`src/rtl/btn_event_arbiter.sv`:
```
// Round-robin arbiter: latches button press pulses and serializes them onto a valid/ready event port.
// Optional overrun flags are enabled by defining BTN_OVERRUN_EN.
module btn_event_arbiter #(
  parameter int unsigned N_BTN   = 4,
  parameter int unsigned ID_W    = 2,
  parameter int unsigned GAP_CYC = 0,
  parameter int unsigned CNT_W   = 4
) (
  input  logic             clk,
  input  logic             rst,
  input  logic [N_BTN-1:0] btn_pulse,
  input  logic             ev_ready,
  output logic             ev_valid,
  output logic [ID_W-1:0]  ev_id,
  output logic [N_BTN-1:0] ev_onehot,
  output logic [N_BTN-1:0] pending,
`ifdef BTN_OVERRUN_EN
  output logic [N_BTN-1:0] ovr,
`endif
  output logic             busy
);

  typedef enum logic [1:0] {StIdle, StPresent, StGap} state_e;

  state_e           state_q, state_d;
  logic [N_BTN-1:0] pending_q, pending_d, clr;
  logic             ev_valid_q, ev_valid_d;
  logic [ID_W-1:0]  ev_id_q, ev_id_d;
  logic [ID_W-1:0]  last_q, last_d;
  logic [ID_W-1:0]  pick;
  logic             found;
  logic [CNT_W-1:0] cnt_q, cnt_d;
  logic             accept;

  assign accept = ev_valid_q & ev_ready;

  always_comb begin
    clr = '0;
    if (accept) clr[ev_id_q] = 1'b1;
  end

  // A new press on the bit being cleared stays queued.
  assign pending_d = (pending_q & ~clr) | btn_pulse;

  // First pending bit after last_q, wrapping modulo N_BTN.
  always_comb begin
    int unsigned     idx;
    logic [ID_W-1:0] sel;
    idx   = 0;
    sel   = '0;
    pick  = '0;
    found = 1'b0;
    for (int unsigned k = 1; k <= N_BTN; k++) begin
      idx = 32'(last_q) + k;
      if (idx >= N_BTN) idx = idx - N_BTN;
      sel = ID_W'(idx);
      if (!found && pending_q[sel]) begin
        found = 1'b1;
        pick  = sel;
      end
    end
  end

  always_comb begin
    state_d    = state_q;
    ev_valid_d = ev_valid_q;
    ev_id_d    = ev_id_q;
    last_d     = last_q;
    cnt_d      = cnt_q;
    unique case (state_q)
      StIdle: begin
        if (found) begin
          ev_id_d    = pick;
          ev_valid_d = 1'b1;
          state_d    = StPresent;
        end
      end
      StPresent: begin
        if (accept) begin
          ev_valid_d = 1'b0;
          last_d     = ev_id_q;
          if (GAP_CYC > 0) begin
            state_d = StGap;
            cnt_d   = CNT_W'(GAP_CYC - 1);
          end else begin
            state_d = StIdle;
          end
        end
      end
      StGap: begin
        ev_valid_d = 1'b0;
        if (cnt_q == '0) state_d = StIdle;
        else             cnt_d   = cnt_q - CNT_W'(1);
      end
      default: begin
        state_d    = StIdle;
        ev_valid_d = 1'b0;
      end
    endcase
  end

  always_ff @(posedge clk or negedge rst) begin
    if (!rst) begin
      state_q    <= StIdle;
      pending_q  <= '0;
      ev_valid_q <= 1'b0;
      ev_id_q    <= '0;
      last_q     <= ID_W'(N_BTN - 1);
      cnt_q      <= '0;
    end else begin
      state_q    <= state_d;
      pending_q  <= pending_d;
      ev_valid_q <= ev_valid_d;
      ev_id_q    <= ev_id_d;
      last_q     <= last_d;
      cnt_q      <= cnt_d;
    end
  end

`ifdef BTN_OVERRUN_EN
  logic [N_BTN-1:0] ovr_q;

  always_ff @(posedge clk or negedge rst) begin
    if (!rst) ovr_q <= '0;
    else      ovr_q <= ovr_q | (btn_pulse & pending_q & ~clr);
  end

  assign ovr = ovr_q;
`endif

  always_comb begin
    ev_onehot = '0;
    if (ev_valid_q) ev_onehot[ev_id_q] = 1'b1;
  end

  assign ev_valid = ev_valid_q;
  assign ev_id    = ev_id_q;
  assign pending  = pending_q;
  assign busy     = (state_q != StIdle);

endmodule
```
`config.mk`:
```
export PLATFORM = sky130hd
export DESIGN_NAME = btn_event_arbiter
export DESIGN_NICKNAME = d
export VERILOG_FILES = /design/src/rtl/btn_event_arbiter.sv
export SDC_FILE = /design/constraint.sdc
export NUM_CORES = 1
export LEC_CHECK = 0
export ABC_AREA = 0
export BUFFER_PORTS_ARGS = -buffer_cell sky130_fd_sc_hd__buf_2
export CAP_MARGIN = 10
export CORE_UTILIZATION = 30
export DETAILED_ROUTE_END_ITERATION = 10
export PLACE_DENSITY = 0.54
export SYNTH_ARGS = -nofsm -noshare
export SYNTH_HDL_FRONTEND = slang
export SYNTH_SLANG_ARGS = --single-unit
```
`constraint.sdc`:
```
create_clock -name clk -period 1.8 [get_ports clk]
set_input_delay 0.18 -clock clk [delete_from_list [all_inputs] [get_ports clk]]
set_output_delay 0.18 -clock clk [all_outputs]
set_load 0.05 [all_outputs]
```
==> impl_metrics.json <==
{
  "setup_tns_ns": 0,
  "drc": 0,
  "drive_gt1_frac": 0.397,
  "fmaxAchievable_mhz": 648,
  "fin_area_um2": 621,
  "first_pass_iters": 4,
  "syn_inst": 49,
  "ant_nets": 0,
  "area_growth_pct": 27.2,
  "grt_max_degree": 16,
  "end_kind": "output pin",
  "synth_top_area_frac": 0.359,
  "synth_area_um2": 488,
  "period_minus_slack_ns": 1.54,
  "synth-seq-cells": 9,
  "antenna_found_initial": 0,
  "num_antenna_cells": 0,
  "core_area_um2": 1510,
  "grt_usage": 0.132,
  "clockBufferDepth": 2,
  "cp_slowest_cell": "dfrtp_1",
  "placed_cell_area_um2": 584,
  "tritoncts": "yes",
  "die_x_um": 42.3,
  "path_cells": "nor3b_2 > buf_2",
  "gr-total-overflow": 0,
  "postCtsSetupBuffers": 0,
  "clock-sinks": 9,
  "rows": 14,
  "power_density_nw_per_um2": 1720,
  "hold_violations": 0,
  "p_int_uw": 516,
  "synth_nets": 56,
  "synthTopCellsByCount": "7 x dfrtp_1, 6 x nand2_1, 4 x nand2b_1",
  "hpwl_um": 759,
  "post_drt_via_cell_ratio": 5.15,
  "layout.nets": 76,
  "combinationalPowerShare": 0.475,
  "routed-via-count": 433,
  "clk_pin_slew_worst_paths_ns": 0.06,
  "cts-root-buf": "clkbuf_4",
  "ys_types": 26,
  "port_buffers": 18,
  "die-area_um2": 1790,
  "dieHeight_um": 42.3,
  "slew_violations": 0,
  "p_seq_frac": 0.380,
  "switchingPower_uw": 554,
  "initial_core_util": 0.324,
  "p_leak_nw": 0.274,
  "worstMarginPinSlew_ns": 0.421,
  "setup_viol_count_final": 0,
  "p_sw_frac": 0.518,
  "hold_buffers": 1,
  "crit_arrival_ns": 1.36,
  "skew_ns": 0.00292,
  "ios": 19,
  "wl_per_cell_um": 12.8,
  "ir_drop_mv": 0.807,
  "dominantRegCellSynth": "dfrtp_1",
  "worstPathMaxFanout": 15,
  "yosys_warnings": 0,
  "h-tree-depth": 1,
  "crit_type": "register to output pin",
  "relSlewSlack": 0.717,
  "rsz0062_at_grt": "false",
  "min_path_type": "input port to register",
  "yosysSeqAreaShare": 0.467,
  "max_cap_violations": 0,
  "p_clk_frac": 0.145,
  "gp_congestion": 0.789,
  "drt-total-wl_um": 1080,
  "cts_resized": 0,
  "grt_pass1_vias": 356,
  "yosys.area.top_type": "dfrtp_1",
  "worstPathRequired_ns": 1.62,
  "yosysMostFrequentCell": "dfrtp_1",
  "max_stage_delay_ns": 0.60,
  "finalPower_mw": 1.07,
  "synth_area_leaders": "dfrtp_1 36%, dfstp_2 11%, nand2b_1 5.1%",
  "clock_latency_ns": 0.26,
  "cp-start-kind": "register",
  "synth_async_sr_flop_share": 1.00,
  "initialDrtViolationCount": 11,
  "synth_edf_count": 0,
  "period_share": 0.857,
  "status": "completed",
  "grt_pass1_wl_um": 1750,
  "cts_buffers": 3,
  "syn_avg_cell_area_um2": 9.96
}
-- flip-flops by register name, indices dropped and copies added (netlist names) --
register,cells
pending,4
ev_valid,1
ev_id,2
last_q,2
-- final cells by class --
class                           instances  area, µm²
Sequential cell                         9        228
Multi-Input combinational cell         36        246
Tap cell                               16       20.0
Timing Repair Buffer                   19        100
Clock buffer                            4       26.3
Fill cell                             154        886
-- cell usage in the layout, fill, tap and decap left out, types with 2 or more instances in the layout --
cell | netlist | routed
dfrtp_1 | 7 | 7
mux2i_1 | 2 | 2
nand2_1 | 6 | 6
nand2b_1 | 4 | 4
o21ai_0 | 2 | 2
buf_2 | 2 | 18
clkbuf_4 | 0 | 3
dfstp_2 | 2 | 2
a21o_1 | 2 | 2
a21oi_1 | 2 | 2
o31ai_1 | 2 | 2
-- per-layer routing --
layer,track usage,up-vias,share of wire,routed length (µm)
met5,0,-,0,0
met3,0.0388,0,0.051,55
met2,0.175,19,0.43,457
met4,0.0563,0,0,0
met1,0.197,198,0.52,562
li1,-,216,-,-
-- through the flow --
stage,std cells,hold WS (ns),setup slack (ns),utilization
5_1_grt,84,0.0894,0.185,0.412
3_5_place_dp,79,0.0457,0.464,0.388
2_1_floorplan,49,-0.116,0.00349,-
6_report,84,0.0976,0.257,0.412
3_3_place_gp,79,0.0505,0.474,0.388
4_1_cts,84,0.0980,0.258,0.412
-- worst paths after layout --
| path | start | end | slack, ns | cells past startpoint |
|---|---|---|---|---|
| max | ev_valid | ev_onehot[0] | 0.26 | 2 |
| min | btn_pulse[3] | pending[3] | 0.1 | 2 |
| min reg2reg | last_q[0] | last_q[0] | 0.50 | 2 |
| max in group asynchronous | rst | last_q[0] | 1.25 | 2 |
| max reg2reg | last_q[1] | ev_id[0] | 0.46 | 3 |
| min in group asynchronous | rst | ev_id[0] | 0.30 | 2 |
-- power groups by stage --
stage / Sequential [mW] / Combinational (mW) / Clock, mW
floorplan: 0.476 / 0.331 / 0
global placement: 0.408 / 0.508 / 0
detailed placement: 0.411 / 0.507 / 0
CTS: 0.408 / 0.511 / 0.159
global route: 0.426 / 0.533 / 0.173
finish: 0.407 / 0.508 / 0.155
-- worst max-delay path: cells and delay by family (launching register included) --
| family | cells | cell delay [ns] |
|---|---|---|
| buffers and inverters | 1 | 0.27 |
| flip-flops | 1 | 0.60 |
| AND/OR/NAND/NOR | 1 | 0.23 |
-- kinds of logic after synthesis --
logic type | synth area share
buffers and inverters | 0.0436
muxes | 0.0641
DFF | 0.467
and+or+nand+nor | 0.269
AOI/OAI and AO/OA | 0.156
(Power assumes the default switching activity.)
